$ cat config.mk
export PLATFORM = sky130hd
export DESIGN_NAME = sum_display_scan
export DESIGN_NICKNAME = d
export VERILOG_FILES = /design/src/rtl/sum_display_pkg.sv /design/src/rtl/seg7_decode.sv /design/src/rtl/sum_display_scan.sv
export SDC_FILE = /design/constraint.sdc
export NUM_CORES = 1
export LEC_CHECK = 0
export CORE_MARGIN = 2
export CORE_UTILIZATION = 38
export DETAILED_ROUTE_END_ITERATION = 12
export GPL_ROUTABILITY_DRIVEN = 0
export PLACE_DENSITY = 0.6
export REMOVE_ABC_BUFFERS = 1
export SYNTH_ARGS = -nofsm -noshare
export SYNTH_HDL_FRONTEND = slang
export SYNTH_HIERARCHICAL = 1
export SYNTH_SLANG_ARGS = --single-unit
$ cat constraint.sdc
create_clock -name clk -period 3.3 [get_ports clk]
set_clock_uncertainty 0.05 [all_clocks]
set_input_delay 0.495 -clock clk [delete_from_list [all_inputs] [get_ports clk]]
set_output_delay 0.495 -clock clk [all_outputs]
set_load 0.005 [all_outputs]
$ cat src/rtl/sum_display_pkg.sv
// Shared types and constants for the sum display stage: FSM states, segment codes,
// and one double-dabble step.
package sum_display_pkg;

   typedef enum logic [1:0] {IDLE, CONVERT, DONE} state_t;

   localparam int CONV_ITERS = 5;

   // Active-low segment codes {g,f,e,d,c,b,a}
   localparam logic [6:0] SEG_0     = 7'b1000000;
   localparam logic [6:0] SEG_1     = 7'b1111001;
   localparam logic [6:0] SEG_2     = 7'b0100100;
   localparam logic [6:0] SEG_3     = 7'b0110000;
   localparam logic [6:0] SEG_4     = 7'b0011001;
   localparam logic [6:0] SEG_5     = 7'b0010010;
   localparam logic [6:0] SEG_6     = 7'b0000010;
   localparam logic [6:0] SEG_7     = 7'b1111000;
   localparam logic [6:0] SEG_8     = 7'b0000000;
   localparam logic [6:0] SEG_9     = 7'b0010000;
   localparam logic [6:0] SEG_A     = 7'b0001000;
   localparam logic [6:0] SEG_B     = 7'b0000011;
   localparam logic [6:0] SEG_C     = 7'b1000110;
   localparam logic [6:0] SEG_D     = 7'b0100001;
   localparam logic [6:0] SEG_E     = 7'b0000110;
   localparam logic [6:0] SEG_F     = 7'b0001110;
   localparam logic [6:0] SEG_BLANK = 7'h7F;

   // Layout {tens[3:0], units[3:0], bin[4:0]}; add-3 correction then shift left.
   function automatic logic [12:0] dd_step(input logic [12:0] v);
      logic [12:0] t;
      t = v;
      if (t[12:9] >= 4'd5) t[12:9] = t[12:9] + 4'd3;
      if (t[8:5]  >= 4'd5) t[8:5]  = t[8:5]  + 4'd3;
      return {t[11:0], 1'b0};
   endfunction

endpackage

$ cat src/rtl/seg7_decode.sv
// Combinational hex digit to active-low seven-segment code.
module seg7_decode
   import sum_display_pkg::*;
(
   input  logic [3:0] digit,
   output logic [6:0] seg
);

   always_comb begin
      seg = SEG_BLANK;
      case (digit)
         4'h0: seg = SEG_0;
         4'h1: seg = SEG_1;
         4'h2: seg = SEG_2;
         4'h3: seg = SEG_3;
         4'h4: seg = SEG_4;
         4'h5: seg = SEG_5;
         4'h6: seg = SEG_6;
         4'h7: seg = SEG_7;
         4'h8: seg = SEG_8;
         4'h9: seg = SEG_9;
         4'hA: seg = SEG_A;
         4'hB: seg = SEG_B;
         4'hC: seg = SEG_C;
         4'hD: seg = SEG_D;
         4'hE: seg = SEG_E;
         4'hF: seg = SEG_F;
         default: seg = SEG_BLANK;
      endcase
   end

endmodule

$ cat src/rtl/sum_display_scan.sv
// Captures the adder result and scans it onto a two-digit active-low display.
// SUM_DISPLAY_DECIMAL_EN selects decimal (double-dabble FSM); otherwise hex display.
module sum_display_scan
   import sum_display_pkg::*;
#(
   parameter int REFRESH_DIV = 50000
)(
   input  logic       clk,
   input  logic       rst_n,
   input  logic       load,
   input  logic [3:0] d,
   input  logic [3:0] cout,
   output logic [4:0] sum_q,
   output logic       busy,
   output logic [6:0] seg,
   output logic [1:0] an
);

   localparam int CW = $clog2(REFRESH_DIV);

   logic [CW-1:0] rcnt, rcnt_nxt;
   logic          sel, sel_nxt;
   logic [3:0]    tens_q, units_q, tens_d, units_d;
   logic [6:0]    seg_nxt;
   logic          unused_cout;

   assign unused_cout = ^cout[3:1];

`ifdef SUM_DISPLAY_DECIMAL_EN
   state_t      state;
   logic [2:0]  iter;
   logic [12:0] dd;

   always_ff @(posedge clk or negedge rst_n) begin
      if (!rst_n) begin
         state <= IDLE;
         sum_q <= '0;
         busy  <= 1'b0;
         iter  <= '0;
         dd    <= '0;
      end else begin
         case (state)
            IDLE: if (load) begin
               sum_q <= {cout[0], d};
               dd    <= {8'h00, cout[0], d};
               iter  <= 3'(CONV_ITERS);
               busy  <= 1'b1;
               state <= CONVERT;
            end
            CONVERT: begin
               dd   <= dd_step(dd);
               iter <= iter - 3'd1;
               if (iter == 3'd1) state <= DONE;
            end
            DONE: begin
               busy  <= 1'b0;
               state <= IDLE;
            end
            default: state <= IDLE;
         endcase
      end
   end

   always_comb begin
      tens_d  = tens_q;
      units_d = units_q;
      if (state == DONE) begin
         tens_d  = dd[12:9];
         units_d = dd[8:5];
      end
   end
`else
   always_ff @(posedge clk or negedge rst_n) begin
      if (!rst_n)    sum_q <= '0;
      else if (load) sum_q <= {cout[0], d};
   end

   assign busy = 1'b0;

   always_comb begin
      tens_d  = tens_q;
      units_d = units_q;
      if (load) begin
         tens_d  = {3'b000, cout[0]};
         units_d = d;
      end
   end
`endif

   // Decode from next-state digits so a digit update reaches seg on the same edge.
   assign rcnt_nxt = (rcnt == CW'(REFRESH_DIV - 1)) ? '0 : rcnt + 1'b1;
   assign sel_nxt  = (rcnt == CW'(REFRESH_DIV - 1)) ? ~sel : sel;

   seg7_decode u_dec (
      .digit (sel_nxt ? tens_d : units_d),
      .seg   (seg_nxt)
   );

   always_ff @(posedge clk or negedge rst_n) begin
      if (!rst_n) begin
         rcnt    <= '0;
         sel     <= 1'b0;
         tens_q  <= '0;
         units_q <= '0;
         seg     <= SEG_BLANK;
         an      <= 2'b11;
      end else begin
         rcnt    <= rcnt_nxt;
         sel     <= sel_nxt;
         tens_q  <= tens_d;
         units_q <= units_d;
         seg     <= seg_nxt;
         an      <= sel_nxt ? 2'b01 : 2'b10;
      end
   end

endmodule

==> flow_summary.toml, run 1 <==
[timing]
slew_headroom_pct = 43.8
worst_slew_pin_slew_ps = 844
hold_viol = 0
rsz0062_at_grt = "false"
setup_violations = 0
min_period_ps = 2940
tns_ps = 0
fmax_mhz = 340
min_period_over_period_pct = 89.2
maxSlewViolCount = 0

[power_and_ir_drop]
vdd_drop_max_mv = 0.244
leakagePower_nw = 0.963
power_density_nw_per_um2 = 441

[yosys]
yosys_warnings = 6
synthSimpleGateAreaFrac_pct = 15.0
synthXorXnorAreaFrac_pct = 7.69
synthMuxAreaShare_pct = 7.49
synth.cell_area_sq_um = 1840
syn_avg_cell_area_sq_um = 11.5
yosys.area_share.adder_pct = 5.45
synth-compound-area-share_pct = 5.31
synth_flop_cell = "dfrtp_1"
async_flop_share_pct = 100
ys_types = 35
ys_seq_area_share_pct = 53.7
synth_top_family_by_area = "simple AND/OR/NAND/NOR gates"
synth-edff-count = 0
yosys_register_bits = 39
syn_inst = 160

[clocking]
htree_levels = 2
cts.sink_count = 39
cts.path.max_buffers = 2
cts_tree = "done"
ctsRootBufferMaster = "clkbuf_8"
clk_latency_ps = 290
cts_resized = 0
cts_hold_buf = 0
cts_inserted_buffers = 5
clkSlewWorstSetupHoldPaths_ps = 80
post_cts.repair.setup_buffers = 0

[drt]
vias_per_cell = 4.89
wl_met1_um = 1440
via_count = 1169
drc = 0
dr_wl_met3_um = 110
antenna_left = 0
initialDrtViolationCount = 48
firstDrtPassIters = 3
wl_met2_um = 1530
drt_wl_total_um = 3140
routedWlPerCell_um = 13.2
routed.top_layer = "met4"

[placement]
placed_area_sq_um = 2080
dpl.hpwl_um = 2210
portBuffers = 21

[setup_path]
cp.required_ps = 3450
cp-end-kind = "register"
path_class = "reg2reg"
arrival_ps = 3090
r2r_cells = 10
startpoint_type = "register"
cp_max_fo = 6

[global_routing]
grt_pass1_vias = 1201
grt_antenna_before_repair = 0
grt_pass1_wl_um = 5260
grt_usage_pct = 13.1
grt_max_degree = 40
gr-total-overflow = 0

[cells_and_area]
final_cell_area_sq_um = 2160
diodes = 0
final_common_cell = "dfrtp_1"
area.growth.synth_to_final_pct = 17.6
mostFrequentLayoutCells = "30 x dfrtp_1, 20 x clkdlybuf4s50_1, 15 x inv_1, 14 x nor2_1, 13 x o21ai_0"
drive_above_1_share_pct = 13.5
final_nets = 203

[floorplan]
core_sq_um = 4690
ioPinCount = 26
die_x_um = 73.5
rows = 25
dieArea_sq_um = 5410
start_util_pct = 39.2
die_h_um = 73.5

[hold_path]
hp-class = "in2async"

[flow_run]
max-cap-violations = 0

[run_status]
outcome = "finished clean"
==> flip-flops by register name, indices dropped and copies added (netlist names) <==
register  cells
an            2
sel           1
seg           7
tens_q        4
rcnt         16
sum_q         5
units_q       4
==> synthesized netlist by cell type (6+ instances only) <==
master	count	area, sq um
ha_1	8	100
nor2_1	14	52.6
o21ai_0	13	65.1
nand2_1	9	33.8
xnor2_1	9	78.8
nand3_1	6	30.0
dfstp_2	9	236
dfrtp_1	30	751
inv_1	15	56.3
==> power breakdown <==
| part | total (mW) | switching [mW] | leakage, nW | internal, mW |
|---|---|---|---|---|
| combinational | 0.127 | 0.0579 | 0.441 | 0.0688 |
| clock | 0.306 | 0.158 | 0.0422 | 0.148 |
| sequential | 0.519 | 0.00804 | 0.480 | 0.511 |
==> per-stage QoR <==
step / total power, mW / cells / utilization [%] / setup WS [ps] / hold WS [ps]
final: 0.952 / 239 / 46.1 / 356 / 254
after CTS: 0.972 / 239 / 46.1 / 330 / 277
after floorplan: 0.587 / 155 / - / 527 / 149
after global routing: 1.00 / 239 / 46.1 / 168 / 328
after detailed placement: 0.657 / 231 / 44.3 / 278 / 457
after global placement: 0.654 / 231 / 44.3 / 364 / 445
==> worst paths after layout <==
path	startpoint	end	slack, ps
min reg2reg	sum_q[3]	sum_q[3]	470
max	rcnt[0]	seg[0]	360
max reg2reg	rcnt[0]	seg[0]	360
max in group asynchronous	rst_n	rcnt[13]	2410
min in group clk	sum_q[3]	sum_q[3]	470
min	rst_n	rcnt[9]	250
==> worst max-delay path, stage by stage, from the launching register on <==
cell	delay (ps)
dfrtp_1	420
ha_1	250
and3_1	210
and4_1	230
xnor2_4	300
mux2_4	360
inv_1	140
ha_1	200
and2b_2	230
or3b_1	360
o21ai_0	90
==> area by class of cell <==
| cell class | count | area [sq um] |
|---|---|---|
| Clock buffer | 7 | 76.3 |
| Tap cell | 54 | 67.6 |
| Inverter | 15 | 56.3 |
| Timing Repair Buffer | 22 | 213 |
| Fill cell | 459 | 2530 |
| Sequential cell | 39 | 987 |
| Clock inverter | 1 | 5.00 |
| Multi-Input combinational cell | 101 | 756 |
==> routing by layer <==
| layer | up-vias | GRT usage, % |
|---|---|---|
| met5 | - | 0 |
| met3 | 5 | 4.12 |
| met2 | 18 | 22.0 |
| li1 | 581 | - |
| met1 | 565 | 15.1 |
| met4 | 0 | 6.06 |
==> kinds of logic (layout without fill, tap and decap cells) <==
| logic type | Yosys count | count (layout) |
|---|---|---|
| xor+xnor | 14 | 14 |
| compound gates | 17 | 17 |
| other cells | 1 | 1 |
| fa+ha+maj | 8 | 8 |
| mux | 10 | 10 |
| simple gates | 51 | 51 |
| buf+inv | 20 | 45 |
| flops | 39 | 39 |
No activity file was read; power rests on OpenSTA's default activity.
==> inputs of run 2 (changes only) <==
--- a/config.mk
+++ b/config.mk
@@ -5,6 +5,7 @@
 export SDC_FILE = /design/constraint.sdc
 export NUM_CORES = 1
 export LEC_CHECK = 0
+export CAP_MARGIN = 5
 export CORE_MARGIN = 2
 export CORE_UTILIZATION = 38
 export DETAILED_ROUTE_END_ITERATION = 12
==> constraint.sdc (replaced) <==
create_clock -name clk -period 3.2 [get_ports clk]
set_clock_uncertainty 0.05 [all_clocks]
set_input_delay 0.48 -clock clk [delete_from_list [all_inputs] [get_ports clk]]
set_output_delay 0.48 -clock clk [all_outputs]
set_load 0.005 [all_outputs]
==> run 2 against run 1 <==
  * Sequential cell count stayed put
  * Count of clock-buffer cells in the layout rose by 1
  * Clock power up 17%
  * Cell area grew 1.2%
  * Combinational power increased by 5%
  * Routed wire length fell by 2.2%
  * Cell count is 0.42% higher
  * Via count is 0.26% lower
  * First-iteration DRC count is 23% higher
  * Hold slack got worse by 18 ps
  * Critical path depth is the same
  * Maximum frequency down 0.32%
  * Largest power group unchanged
==> flow_summary.toml, run 2 (synthesis gave the netlist of run 1 again) <==
[run_status]
outcome = "finished clean"

[timing]
rsz0062_at_grt = "false"
min_period_over_period_pct = 92.3
fin_ws_ps = 247
slew_headroom_pct = 44.8
fmax_mhz = 339
min_period_ps = 2950
hold_viol = 0
worst_slew_pin_slew_ps = 828
setup_violations = 0
tns_ps = 0
maxSlewViolCount = 0
finalHoldWorstSlack_ps = 236

[clocking]
clk_latency_ps = 280
cts_tree = "done"
post_cts.repair.setup_buffers = 0
clkSlewWorstSetupHoldPaths_ps = 70
ctsRootBufferMaster = "clkbuf_8"
htree_levels = 2
cts_inserted_buffers = 5
cts.path.max_buffers = 2
cts.sink_count = 39
cts_resized = 0
cts_hold_buf = 0

[floorplan]
core_sq_um = 4690
die_h_um = 73.5
dieArea_sq_um = 5410
ioPinCount = 26
die_x_um = 73.5
rows = 25
start_util_pct = 39.2

[drt]
routedWlPerCell_um = 12.8
firstDrtPassIters = 4
via_count = 1166
drt_wl_total_um = 3070
antenna_left = 0
initialDrtViolationCount = 59
drc = 0
vias_per_cell = 4.86

[setup_path]
arrival_ps = 3100
cp_max_fo = 6
path_buf_inv = 1
crit_path_top_delay_cell = "dfrtp_1"
worst_path_most_repeated_cell = "ha_1"
cp.required_ps = 3350
startpoint_type = "register"
path_cells = "ha_1 > and3_1 > and4_1 > xnor2_4 > mux2_4 > inv_1 > ha_1 > and2b_2 > or3b_1 > o21ai_0"
critical-path-max-stage-delay_ps = 420
cpLargestDelayFamily = "simple AND/OR/NAND/NOR gates"
path_class = "reg2reg"
cp-end-kind = "register"

[cells_and_area]
drive_above_1_share_pct = 14.5
regArea_sq_um = 987
diodes = 0
reg_top3 = "rcnt x16, seg x7, sum_q x5"
top_register = "rcnt"
nFillCells = 448
largest_register_ffs = 16
final_common_cell = "dfrtp_1"
area.growth.synth_to_final_pct = 19.0
final_nets = 204
multi_input_area_sq_um = 756
mostFrequentLayoutCells = "30 x dfrtp_1, 20 x clkdlybuf4s50_1, 15 x inv_1, 14 x nor2_1, 13 x o21ai_0"

[global_routing]
grt_max_degree = 40
grt_usage_pct = 13.3
grt_pass1_vias = 1198
grt_antenna_before_repair = 0
gr-total-overflow = 0
grt_pass1_wl_um = 5470

[power_and_ir_drop]
p_clk_share_pct = 34.9
internal-power_mw = 0.795
p_seq_share_pct = 52.2
switching_power_mw = 0.229
pwr-share-comb_pct = 13.0
power_density_nw_per_um2 = 469
leakagePower_nw = 0.977
vdd_drop_max_mv = 0.267
swShare_pct = 22.4

[placement]
dpl.hpwl_um = 2170
portBuffers = 21
pre_cts_ws_ps = 276

[flow_run]
max-cap-violations = 0

[hold_path]
hp-class = "in2async"
-- run 2: metrics by stage --
step                      cell area (sq um)  utilization, %  total power [mW]  instances
after global routing                   2190            46.6              1.08        240
after CTS                              2190            46.6              1.04        240
after floorplan                        1800               -             0.605        155
after global placement                 2090            44.5             0.675        232
final                                  2190            46.6              1.02        240
after detailed placement               2090            44.5             0.678        232
-- run 2: layer usage --
metal | part of all wire [%] | GRT usage (%) | vias up
met5 | 0 | 0 | -
met4 | 1.6 | 4.85 | 0
met3 | 3.5 | 4.25 | 6
met2 | 48 | 20.2 | 20
met1 | 47 | 17.6 | 559
li1 | - | - | 581
-- run 2: final timing paths --
check                           slack [ps]  cells past startpoint      from    endpoint
worst max-delay path                   250                     10   rcnt[0]      seg[0]
worst min-delay path                   240                      1     rst_n     rcnt[6]
min in group clk                       460                      1  rcnt[13]    rcnt[13]
worst max register to register         250                     10   rcnt[0]      seg[0]
max in group asynchronous             2330                      1     rst_n  units_q[1]
worst min register to register         460                      1  rcnt[13]    rcnt[13]
-- run 2: area by class of cell --
type	count	area share, %
clock buffers	8	4.58
flip-flops and latches	39	45.1
well taps	54	3.09
inverters	15	2.57
multi-input cells	101	34.6
repair buffers	23	10.1
-- run 2: power groups by stage --
stage                     logic [mW]  clock network (mW)  registers, mW
after floorplan               0.0592                   0          0.546
after global placement         0.132                   0          0.544
after detailed placement       0.134                   0          0.544
after CTS                      0.135               0.373          0.535
after global routing           0.151               0.390          0.537
final                          0.133               0.357          0.534
